--- src/rtl/c_loader.sv ---
// Boot image loader: parses a length-prefixed byte stream, writes little-endian
// 32-bit words into instruction/data RAM and raises load_done once the checksum matches.
module c_loader #(
    parameter int ADDR_W    = 12,
    parameter int BASE_ADDR = 0
) (
    input  logic              clk,
    input  logic              KEY,
    input  logic [7:0]        byte_i,
    input  logic              byte_valid_i,
    output logic              byte_ready_o,
    output logic [ADDR_W-1:0] mem_addr_o,
    output logic [31:0]       mem_data_o,
    output logic              mem_we_o,
    output logic [15:0]       word_cnt_o,
    output logic              load_done,
    output logic              error_o
);

    typedef enum logic [2:0] {HDR0, HDR1, DATA, CKSUM, DONE, ERROR} state_t;

    // Number of words that fit between BASE_ADDR and the top of the RAM.
    localparam longint unsigned CAPACITY = (64'd1 << ADDR_W) - 64'(BASE_ADDR);

    state_t            state_q, state_d;
    logic              accept;
    logic [7:0]        len_lo_q;
    logic [15:0]       len_q;
    logic [15:0]       hdr_len;
    logic [1:0]        lane_q;
    logic [23:0]       shift_q;
    logic [7:0]        sum_q;
    logic [ADDR_W-1:0] next_addr_q;

    // KEY gates ready directly so no byte is taken while reset is held.
    assign byte_ready_o = KEY && (state_q inside {HDR0, HDR1, DATA, CKSUM});
    assign accept       = byte_valid_i && byte_ready_o;
    assign hdr_len      = {byte_i, len_lo_q};

    // NOTE: sequential state uses non-blocking (<=) so every flop samples pre-edge values.
    always_ff @(posedge clk or negedge KEY) begin
        if (!KEY) state_q <= HDR0;
        else      state_q <= state_d;
    end

    // NOTE: state_d takes its default first so no path through the case infers a latch.
    always_comb begin
        state_d = state_q;
        case (state_q)
            HDR0:  if (accept) state_d = HDR1;
            HDR1: begin
                if (accept) begin
                    if (64'(hdr_len) > CAPACITY) state_d = ERROR;
                    else if (hdr_len == 16'd0)   state_d = CKSUM;
                    else                         state_d = DATA;
                end
            end
            DATA: begin
                if (accept && lane_q == 2'd3 && word_cnt_o + 16'd1 == len_q)
                    state_d = CKSUM;
            end
            CKSUM: begin
                if (accept) state_d = (byte_i == sum_q) ? DONE : ERROR;
            end
            default: state_d = state_q;
        endcase
    end

    // NOTE: every datapath register is reset, including the byte shifter, so outputs are clean after KEY.
    always_ff @(posedge clk or negedge KEY) begin
        if (!KEY) begin
            len_lo_q    <= '0;
            len_q       <= '0;
            lane_q      <= '0;
            shift_q     <= '0;
            sum_q       <= '0;
            next_addr_q <= ADDR_W'(BASE_ADDR);
            mem_addr_o  <= '0;
            mem_data_o  <= '0;
            mem_we_o    <= 1'b0;
            word_cnt_o  <= '0;
            load_done   <= 1'b0;
            error_o     <= 1'b0;
        end else begin
            mem_we_o <= 1'b0;
            if (accept && state_q == HDR0) len_lo_q <= byte_i;
            if (accept && state_q == HDR1) len_q    <= hdr_len;
            if (accept && state_q == DATA) begin
                sum_q  <= sum_q + byte_i;
                lane_q <= lane_q + 2'd1;
                if (lane_q == 2'd3) begin
                    // Earlier lanes sit in shift_q oldest-lowest, giving little-endian order.
                    mem_we_o    <= 1'b1;
                    mem_data_o  <= {byte_i, shift_q};
                    mem_addr_o  <= next_addr_q;
                    next_addr_q <= next_addr_q + 1'b1;
                    word_cnt_o  <= word_cnt_o + 16'd1;
                end else begin
                    shift_q <= {byte_i, shift_q[23:8]};
                end
            end
            if (state_d == DONE)  load_done <= 1'b1;
            if (state_d == ERROR) error_o   <= 1'b1;
        end
    end

endmodule

--- config.mk ---
export PLATFORM = sky130hd
export DESIGN_NAME = c_loader
export DESIGN_NICKNAME = d
export VERILOG_FILES = /design/src/rtl/c_loader.sv
export SDC_FILE = /design/constraint.sdc
export NUM_CORES = 1
export LEC_CHECK = 0
export CORE_ASPECT_RATIO = 1.25
export CORE_UTILIZATION = 56
export CTS_CLUSTER_DIAMETER = 200
export DETAILED_ROUTE_END_ITERATION = 6
export PLACE_DENSITY = 0.8
export SLEW_MARGIN = 20
export SYNTH_ARGS = -nofsm -noshare
export SYNTH_HDL_FRONTEND = slang
export SYNTH_SLANG_ARGS = --single-unit
--- constraint.sdc ---
create_clock -name clk -period 2.6 [get_ports clk]
set_input_delay 0.78 -clock clk [delete_from_list [all_inputs] [get_ports clk]]
set_output_delay 0.78 -clock clk [all_outputs]
set_load 0.05 [all_outputs]
Word level (Yosys, flattened, before mapping)
Index checks and enable logic that the tools add are counted.
{"block": "word_totals", "ff_bits": 136, "input_bits": 11, "output_inout_bits": 64, "word_cells": 49}
{"block": "op_classes", "n_addsub": 4, "n_lt_le_gt_ge": 1, "eq_ne": 8, "mux": 10, "bitwise": 1, "n_reduce_logical": 12}
{"op": "adder 16 x 1 -> 16 bit (second input constant)", "n": 1}
{"op": "equality test 16 bit", "n": 1}
{"op": "> comparator 16 x 13 -> 1 bit (second input constant)", "n": 1}
{"op": "zero test 16 bit", "n": 1}
{"op": "2-to-1 mux 3 bit", "n": 5}
{"op": "adder 12 x 1 -> 12 bit (second input constant)", "n": 1}
{"op": "one-hot mux 3 bit (4 select lines)", "n": 1}
{"op": "adder 8 bit", "n": 1}
{"op": "equality test 8 bit", "n": 1}
{"op": "logical AND 1 bit", "n": 7}
{"op": "equality test 3 x 2 -> 1 bit (second input constant)", "n": 2}
{"op": "equality test 3 bit (second input constant)", "n": 2}
{"op": "2-to-1 mux 1 bit", "n": 4}
{"op": "AND reduction 2 bit", "n": 2}
{"op": "nonzero test 4 bit", "n": 1}
{"op": "equality test 3 x 1 -> 1 bit (second input constant)", "n": 1}
{"op": "zero test 3 bit", "n": 1}
{"op": "adder 2 x 1 -> 2 bit (second input constant)", "n": 1}
{"op": "equality test 2 bit (second input constant)", "n": 1}
{"op": "inverter 1 bit", "n": 1}

Logic depth before layout (Yosys ltp)
Gate-level depths: netlist of the first run.
{"block": "depth", "word_depth": 9, "depth_mapped": 9, "ltp_nobuf": 9}

Least setup slack after synthesis of the first run
Ideal clock, no wire load.
{"block": "synth_timing", "kind": "register to register", "from": "register word_cnt_o[0]", "to": "register state_q[0]", "setup_time_ps": 92, "t_arrival_ps": 2234, "required_ps": 2508, "setup_slack_ps": 274, "path_stages_with_launch": 8, "n_path_buf": 0, "period_less_slack_ps": 2326, "path_cell_list": "dfrtp_1 > ha_1 > xor2_1 > a211oi_1 > or3b_1 > nor4b_2 > o2111ai_1 > o31ai_2"}
{"block": "synth_between", "elab_chain_cells": 5}
{"element": "start, declared", "line": "15", "text": "output logic [15:0] word_cnt_o,"}
{"element": "start signal, assigned", "line": "97", "text": "word_cnt_o <= word_cnt_o + 16'd1;"}
{"element": "adder 16 x 1 -> 16 bit", "line": "59", "text": "if (accept && lane_q == 2'd3 && word_cnt_o + 16'd1 == len_q)"}
{"element": "equality test 16 bit", "line": "59"}
{"element": "logical AND 1 bit", "line": "59"}
{"element": "2-to-1 mux 3 bit", "line": "59"}
{"element": "one-hot mux 3 bit (4 select lines)", "line": "49", "text": "case (state_q)"}
{"element": "named net state_d[0]", "line": "25", "text": "state_t state_q, state_d;"}
{"element": "end signal, assigned", "line": "43", "text": "else state_q <= state_d;"}
{"element": "end, declared", "line": "25"}
The timed path passes the listed nets, and every way through them passes these cells.
A chain may end at the register's enable or synchronous reset.

Worst setup path in the final report of the first run
{"block": "layout_timing", "from": "register word_cnt_o[10]", "to": "output word_cnt_o[10]"}
No word-level cell between the ends.

==> results.txt, run 1 <==
----------------------------------------------------
[Outcome]
  Status ... finished, final reports clean

[Final layout]
  Post-layout instance count excluding filler cells ... 823
  Layout Area Growth over Synthesis ... 26.7%
  Fraction of final layout cells with drive strength greater than 1 ... 16.9%
  Number of inserted diodes ... 0
  Number of inserted filler cells in the final layout ... 729
  Area of the multi-input gates ... 2640 um2
  Net count of the finished layout ... 700
  Flip-flop and latch area ... 3400 um2

[Die]
  Row count ... 42
  Core Area ... 10700 um2
  Starting utilization of the core area ... 58.1%
  Chip Width ... 96.1 um
  Number of placed I/O pins ... 75
  Die extent in y ... 120 um
  Die Outline Area ... 11500 um2

[Timing]
  Slew HR ... 43.6%
  Clock period minus worst slack ... 2.57 ns
  Final number of hold-violating endpoints ... 0
  Final Cycle Share ... 99.0%
  RSZ-0062 raised after global routing ... no
  Final WS setup ... 0.0267 ns
  Max-slew violation count ... 0
  Least-Margin Pin Slew ... 0.846 ns
  Final clock skew ... 0.0107 ns
  Total setup violations reported at the end of the flow ... 0
  Achievable clock frequency ... 0.389 GHz

[Clock network]
  Clock Sink Count ... 136
  Clock slew at the register clock pins of the worst setup and hold paths ... 0.06 ns
  Number of buffers on the longest clock path ... 2
  Clock buffers created by TritonCTS ... 17
  Cts hold-fix bufs ... 0
  H-tree Lvls ... 4
  Root buf cell ... sky130_fd_sc_hd__clkbuf_16
  Latest clock arrival within the worst-skew pair ... 0.41 ns
  Clock tree from TritonCTS ... done

[Yosys]
  Simple-Gate Fraction of Synth Area ... 18.2%
  Number of storage elements in the synthesis netlist ... 136
  Number of enable-type register cells in the synthesized netlist ... 0
  Compound-Gate Fraction of Synth Area ... 5.49%
  Share of synthesized area occupied by flip-flops and latches ... 54.9%
  Xor/xnor share of the synthesized area ... 7.20%
  Async set-or-reset flop fraction in the synthesized netlist ... 100%
  Gate Count Post-Synth ... 581
  Share of synthesized area spent on multiplexers ... 9.04%
  Synthesis Warnings ... 0
  Count of different cell masters after synthesis ... 59
  Dominant combinational cell family by area after synthesis ... simple AND/OR/NAND/NOR gates
  Synth Area in Adders ... 2.50%
  Synthesized area per cell ... 10.7 um2
  Net count of the mapped netlist ... 603
  Most used flip-flop cell after synthesis ... sky130_fd_sc_hd__dfrtp_1
  Post-synthesis cell area ... 6200 um2

[Place]
  Final Wtd Congestion ... 0.859
  Number of input and output port buffers inserted ... 74
  Placed Cells ... 790
  Dpl hpwl ... 9500 um
  DP Worst Slack ... -0.349 ns

[Global route]
  Vias in the first global route ... 4652
  Busiest layer in global routing ... met2
  Fraction of met1 tracks used by global routing ... 33.3%
  Largest net degree at the start of global routing ... 69
  Remaining global-route overflow ... 0
  Global-route usage over all layers ... 27.0%
  Met2 Usage GRT ... 45.8%
  Number of antenna violations at the first check in global routing ... 0
  Global-route wire length before repair ... 23100 um
  Fraction of met3 tracks used by global routing ... 5.70%

[Drt]
  Count of nets left with antenna violations after detail routing ... 0
  Routed wire length ... 14300 um
  Remaining design rule violation count ... 0
  DRC marker count from the first detailed-route iteration ... 272
  Vias per cell ... 5.58
  Via count ... 4590
  Number of search-and-repair iterations in the first detailed-routing pass ... 4
  Wirelength per Cell ... 17.3 um

[Setup path]
  Crit path buf inv count ... 1
  Worst EP required ... 1.82 ns
  Startpoint types ... flip-flop
  Critical path type ... reg2out
  Category of cells accounting for the largest share of critical-path delay ... buffers and inverters
  CP max stage delay ... 0.87 ns
  Ordered cell list for the critical path ... clkdlybuf4s50_1
  Capturing element type of the critical path ... output pin
  Slowest cell on the critical path ... sky130_fd_sc_hd__clkdlybuf4s50_1
  Biggest fanout along the worst timing path ... 7
  Data arrival time at the worst-slack endpoint ... 1.79 ns

[Power]
  Leakage component of the power ... 3.94 nW
  Power Density ... 588 nW/um2
  Peak supply drop ... 0.482 mV
  Total power of the final layout ... 4.62 mW

[Run]
  Maximum capacitance violations ... 0

[Min path]
  Worst hold-check path type ... in2async

----------------------------------------------------
==> cells by family (layout without fill, tap and decap cells) <==
group | count (synthesis) | after routing
XOR/XNOR | 51 | 51
multiplexers | 50 | 50
flip-flops | 136 | 136
AND/OR/NAND/NOR | 243 | 243
adder cells (fa/ha/maj) | 12 | 12
AO/OA/AOI/OAI | 49 | 49
buffers and inverters | 40 | 150
==> metal layers <==
| metal | routed length, um | vias up | share of wire (%) |
|---|---|---|---|
| li1 | - | 2153 | - |
| met1 | 5940 | 2307 | 42 |
| met2 | 7500 | 100 | 53 |
| met3 | 535 | 30 | 3.8 |
| met4 | 282 | 0 | 2.0 |
| met5 | 0 | - | 0 |
==> area by class of cell <==
cell class	count	share of cell area (%)
inverters	14	0.669
multi-input cells	405	33.6
clock buffers	17	5.42
well taps	132	2.10
clock inverters	15	2.02
repair buffers	104	12.8
flip-flops and latches	136	43.3
==> path summary, 6_finish.rpt <==
check	startpoint	end	slack (ns)	cells after the start
setup / recovery	word_cnt_o[10]$_DFFE_PN0P_	word_cnt_o[10]	0.03	1
hold / removal	KEY	word_cnt_o[14]$_DFFE_PN0P_	0.15	1
setup reg to reg	word_cnt_o[0]$_DFFE_PN0P_	state_q[0]$_DFF_PN0_	0.28	6
hold reg to reg	shift_q[0]$_DFFE_PN0P_	mem_data_o[0]$_DFFE_PN0P_	0.47	2
max in group asynchronous	KEY	mem_data_o[28]$_DFFE_PN0P_	1.44	2
min in group clk	shift_q[0]$_DFFE_PN0P_	mem_data_o[0]$_DFFE_PN0P_	0.47	2
==> registers in the layout, summed over array words and instances (netlist names) <==
register,flops
error_o,1
lane_q,2
len_lo_q,8
len_q,16
load_done,1
mem_addr_o,12
mem_data_o,32
mem_we_o,1
next_addr_q,12
shift_q,24
state_q,3
sum_q,8
word_cnt_o,16
==> cells in the mapped netlist, types with 3 or more instances <==
cell type                    n  area share [%]
sky130_fd_sc_hd__clkbuf_1   16            0.97
sky130_fd_sc_hd__nand3_1    12            0.97
sky130_fd_sc_hd__nor2b_1     4            0.40
sky130_fd_sc_hd__mux2_1      7             1.3
sky130_fd_sc_hd__mux2_2     41             7.4
sky130_fd_sc_hd__and2_1      4            0.40
sky130_fd_sc_hd__nor3_1      7            0.56
sky130_fd_sc_hd__o21ai_0    13             1.0
sky130_fd_sc_hd__a21oi_1     6            0.48
sky130_fd_sc_hd__nor2_1     13            0.79
sky130_fd_sc_hd__nand4_1     6            0.61
sky130_fd_sc_hd__and3_1      6            0.61
sky130_fd_sc_hd__and4_1      3            0.42
sky130_fd_sc_hd__nand4b_1    3            0.42
sky130_fd_sc_hd__o31ai_1     4            0.48
sky130_fd_sc_hd__inv_1      13            0.79
sky130_fd_sc_hd__nand2_1   160             9.7
sky130_fd_sc_hd__nand2b_1    3            0.30
sky130_fd_sc_hd__nor4_1      7            0.71
sky130_fd_sc_hd__buf_2       6            0.48
sky130_fd_sc_hd__ha_1       10             2.0
sky130_fd_sc_hd__xnor2_1    29             4.1
sky130_fd_sc_hd__a21o_1      5            0.61
sky130_fd_sc_hd__dfrtp_1   136              55
sky130_fd_sc_hd__xor2_1     22             3.1
==> metrics by stage <==
stage	instance area, um2	hold WS (ns)	setup TNS [ns]	utilization [%]
2_1_floorplan	6200	0.433	0	-
3_3_place_gp	7250	0.446	-1.17	67.9
3_5_place_dp	7250	0.454	-1.95	67.9
4_1_cts	7830	0.140	0	73.4
5_1_grt	7860	0.138	0	73.6
6_report	7860	0.152	0	73.6
==> repair_timing <==
item                                    CTS  global route
gates resized for setup                   2             6
pin swaps                                 0             1
buffers inserted                          0             1
endpoints found under the setup margin    2             5
==> cells in the final DEF, fill, tap and decap left out, types with 9 or more instances in the layout <==
cell	Yosys	layout
sky130_fd_sc_hd__ha_1	10	9
sky130_fd_sc_hd__xnor2_1	29	29
sky130_fd_sc_hd__nand2_1	160	160
sky130_fd_sc_hd__nand3_1	12	12
sky130_fd_sc_hd__clkbuf_16	0	17
sky130_fd_sc_hd__buf_4	2	28
sky130_fd_sc_hd__mux2_2	41	41
sky130_fd_sc_hd__dfrtp_1	136	136
sky130_fd_sc_hd__xor2_1	22	22
sky130_fd_sc_hd__clkdlybuf4s50_1	0	67
sky130_fd_sc_hd__o21ai_0	13	13
sky130_fd_sc_hd__nor2_1	13	13
sky130_fd_sc_hd__inv_1	13	13
==> where the power goes <==
| part | switching, mW | total, mW | internal (mW) |
|---|---|---|---|
| clock | 1.01 | 2.36 | 1.36 |
| combinational | 0.0810 | 0.125 | 0.0435 |
| sequential | 0.00806 | 2.13 | 2.12 |
No activity file was read; power rests on OpenSTA's default activity.
==> run 2: changes to the inputs <==
--- a/config.mk
+++ b/config.mk
@@ -6,10 +6,11 @@
 export NUM_CORES = 1
 export LEC_CHECK = 0
 export CORE_ASPECT_RATIO = 1.25
-export CORE_UTILIZATION = 56
+export CORE_UTILIZATION = 60
 export CTS_CLUSTER_DIAMETER = 200
 export DETAILED_ROUTE_END_ITERATION = 6
-export PLACE_DENSITY = 0.8
+export PLACE_DENSITY = 0.85
+export SKIP_CTS_REPAIR_TIMING = 1
 export SLEW_MARGIN = 20
 export SYNTH_ARGS = -nofsm -noshare
 export SYNTH_HDL_FRONTEND = slang
==> constraint.sdc (replaced) <==
create_clock -name clk -period 2.99 [get_ports clk]
set_input_delay 0.897 -clock clk [delete_from_list [all_inputs] [get_ports clk]]
set_output_delay 0.897 -clock clk [all_outputs]
set_load 0.05 [all_outputs]
==> run 2 against run 1 <==
- the run now ends with setup timing left
- combinational power shrank 17%
- setup slack lost 0.066 ns
- cell count shrank 1.3%
==> results.txt, run 2 (same netlist as run 1, synthesis figures left out) <==
----------------------------------------------------
[Outcome]
  Status ... finished, violations left
  Violated checks ... setup timing

[Final layout]
  Max reg flops ... 32
  Fraction of final layout cells with drive strength greater than 1 ... 15.4%
  Post-layout instance count excluding filler cells ... 812
  Most frequent cells in the layout ... sky130_fd_sc_hd__nand2_1 (160), sky130_fd_sc_hd__dfrtp_1 (136), sky130_fd_sc_hd__clkdlybuf4s50_1 (72), sky130_fd_sc_hd__mux2_2 (41), sky130_fd_sc_hd__xnor2_1 (29)
  Number of inserted diodes ... 0
  Largest registers ... mem_data_o x32, shift_q x24
  Design area ... 7730 um2
  Number of inserted filler cells in the final layout ... 624
  Register name with the most flops ... mem_data_o
  Most common cell after layout, fill and taps aside ... sky130_fd_sc_hd__nand2_1
  Layout Area Growth over Synthesis ... 24.7%
  Net count of the finished layout ... 693

[Die]
  Die extent in y ... 116 um
  Core Area ... 10100 um2
  Starting utilization of the core area ... 61.7%
  Number of placed I/O pins ... 75
  Row count ... 41
  Chip Width ... 92.9 um
  Die Outline Area ... 10700 um2

[Global route]
  Vias in the first global route ... 4902
  Number of antenna violations at the first check in global routing ... 0
  Global-route wire length before repair ... 24800 um
  Remaining global-route overflow ... 0
  Global-route usage over all layers ... 30.5%
  Largest net degree at the start of global routing ... 70

[Setup path]
  Critical path type ... in2reg
  Reg2reg start ... len_lo_q[6]$_DFFE_PN0P_
  Minimum setup slack among reg-to-reg paths ... 0.47 ns
  Startpoint types ... input port
  Critical Path Start ... byte_i[0]
  Data arrival time at the worst-slack endpoint ... 3.33 ns
  End of the worst register-to-register path ... error_o$_DFFE_PN0N_
  Category of cells accounting for the largest share of critical-path delay ... compound AO/OA/AOI/OAI gates
  Ordered cell list for the critical path ... clkdlybuf4s50_1, nor4_1, nand3_1, and2_1, o311ai_0, o21ai_0, a21o_1
  Worst setup endpoint ... error_o$_DFFE_PN0N_
  Capturing element type of the critical path ... flip-flop
  Biggest fanout along the worst timing path ... 4
  CP max stage delay ... 0.53 ns
  Crit path buf inv count ... 1
  Slowest cell on the critical path ... sky130_fd_sc_hd__o311ai_0
  Crit. path cell count ... 7
  R2R depth ... 6
  Worst EP required ... 3.29 ns

[Drt]
  Via count ... 4770
  Routed wire length ... 15100 um
  Wirelength per Cell ... 18.6 um
  Number of search-and-repair iterations in the first detailed-routing pass ... 5
  Count of nets left with antenna violations after detail routing ... 0
  DRC marker count from the first detailed-route iteration ... 400
  Remaining design rule violation count ... 0
  Vias per cell ... 5.87

[Place]
  Final Wtd Congestion ... 0.900
  Dpl hpwl ... 9610 um
  DP Worst Slack ... -0.279 ns
  Number of input and output port buffers inserted ... 74
  Post-Place Cell Area ... 7170 um2
  Placed Cells ... 781

[Power]
  Internal power consumption ... 3.04 mW
  Clock Power Share ... 49.9%
  Total power of the final layout ... 3.91 mW
  Reg power frac ... 47.4%
  Power Density ... 506 nW/um2
  Switching share of power ... 22.1%
  Combinational fraction of design power ... 2.7%
  Leakage component of the power ... 3.82 nW
  Switching power ... 0.864 mW
  Peak supply drop ... 0.415 mV

[Timing]
  Final clock skew ... 0.00723 ns
  Sum of negative setup slack ... -0.0573 ns
  Total setup violations reported at the end of the flow ... 2
  Max-slew violation count ... 0
  Slew HR ... 44.0%
  Final Cycle Share ... 101%
  Least-Margin Pin Slew ... 0.840 ns
  Achievable clock frequency ... 0.330 GHz
  Final WS setup ... -0.0394 ns
  Clock period minus worst slack ... 3.03 ns
  Final number of hold-violating endpoints ... 0

[Clock network]
  Latest clock arrival within the worst-skew pair ... 0.42 ns
  Root buf cell ... sky130_fd_sc_hd__clkbuf_16
  Clock tree from TritonCTS ... done
  H-tree Lvls ... 4
  Clock Sink Count ... 136
  Clock slew at the register clock pins of the worst setup and hold paths ... 0.06 ns
  Clock buffers created by TritonCTS ... 17
  Number of buffers on the longest clock path ... 2

[Run]
  Maximum capacitance violations ... 0

[Min path]
  Number of stages on the worst hold path ... 2
  Worst hold-check path type ... reg2reg

----------------------------------------------------
run 2: cell count changes in the layout (fill, tap and decap cells not counted), moves of 2 or more:
cell                              before  now
sky130_fd_sc_hd__clkinv_2              0    2
sky130_fd_sc_hd__inv_8                 4    0
sky130_fd_sc_hd__dlygate4sd2_1         2    0
sky130_fd_sc_hd__clkdlybuf4s50_1      67   72
sky130_fd_sc_hd__buf_4                28   23
sky130_fd_sc_hd__dlymetal6s2s_1        3    0
sky130_fd_sc_hd__buf_12                3    1
sky130_fd_sc_hd__clkbuf_1              0    3
sky130_fd_sc_hd__inv_6                 4    2
run 2: power by group through the flow:
stage / clock network, mW / logic, mW / registers, mW
CTS: 1.96 / 0.104 / 1.85
detailed placement: 0 / 0.102 / 1.88
floorplan: 0 / 0.0265 / 1.88
global route: 2.03 / 0.115 / 1.85
finish: 1.95 / 0.104 / 1.85
global placement: 0 / 0.0985 / 1.88
run 2: per-stage QoR:
step,hold WS [ns],utilization [%]
2_1_floorplan,0.433,-
3_3_place_gp,0.444,71.4
3_5_place_dp,0.462,71.4
4_1_cts,0.476,76.8
5_1_grt,0.499,76.9
6_report,0.473,76.9
run 2: area by class of cell:
class	instances	area (um2)	area share (%)
Sequential cell	136	3400	44.0
Timing Repair Buffer	97	925	12.0
Tap cell	129	161	2.09
Clock inverter	10	97.6	1.26
Inverter	14	52.6	0.680
Multi-Input combinational cell	405	2640	34.2
Clock buffer	21	450	5.83
run 2: how the worst min path moves through the flow:
| stage | from | slack (ns) | endpoint |
|---|---|---|---|
| 2_1_floorplan | shift_q[0]$_DFFE_PN0P_ | 0.43 | mem_data_o[0]$_DFFE_PN0P_ |
| 3_3_place_gp | shift_q[1]$_DFFE_PN0P_ | 0.44 | mem_data_o[1]$_DFFE_PN0P_ |
| 3_5_place_dp | mem_data_o[4]$_DFFE_PN0P_ | 0.46 | mem_data_o[4]$_DFFE_PN0P_ |
| 4_1_cts | mem_data_o[4]$_DFFE_PN0P_ | 0.48 | mem_data_o[4]$_DFFE_PN0P_ |
| 5_1_grt | mem_data_o[11]$_DFFE_PN0P_ | 0.50 | mem_data_o[11]$_DFFE_PN0P_ |
| 6_report | mem_data_o[4]$_DFFE_PN0P_ | 0.47 | mem_data_o[4]$_DFFE_PN0P_ |
run 2: worst register-to-register path, stage by stage (launching register included):
cell                       delay (ns)
sky130_fd_sc_hd__dfrtp_1         0.46
sky130_fd_sc_hd__nor4_1          0.45
sky130_fd_sc_hd__nand3_1         0.18
sky130_fd_sc_hd__and2_1          0.24
sky130_fd_sc_hd__o311ai_0        0.53
sky130_fd_sc_hd__o21ai_0         0.29
sky130_fd_sc_hd__a21o_1          0.26
run 2: layer usage:
metal / share of wire (%) / GRT usage [%] / vias to the layer above
met1: 39 / 36.0 / 2384
li1: - / - / 2134
met2: 52 / 52.0 / 198
met4: 3.8 / 16.6 / 0
met3: 5.6 / 6.56 / 54
met5: 0 / 0 / -
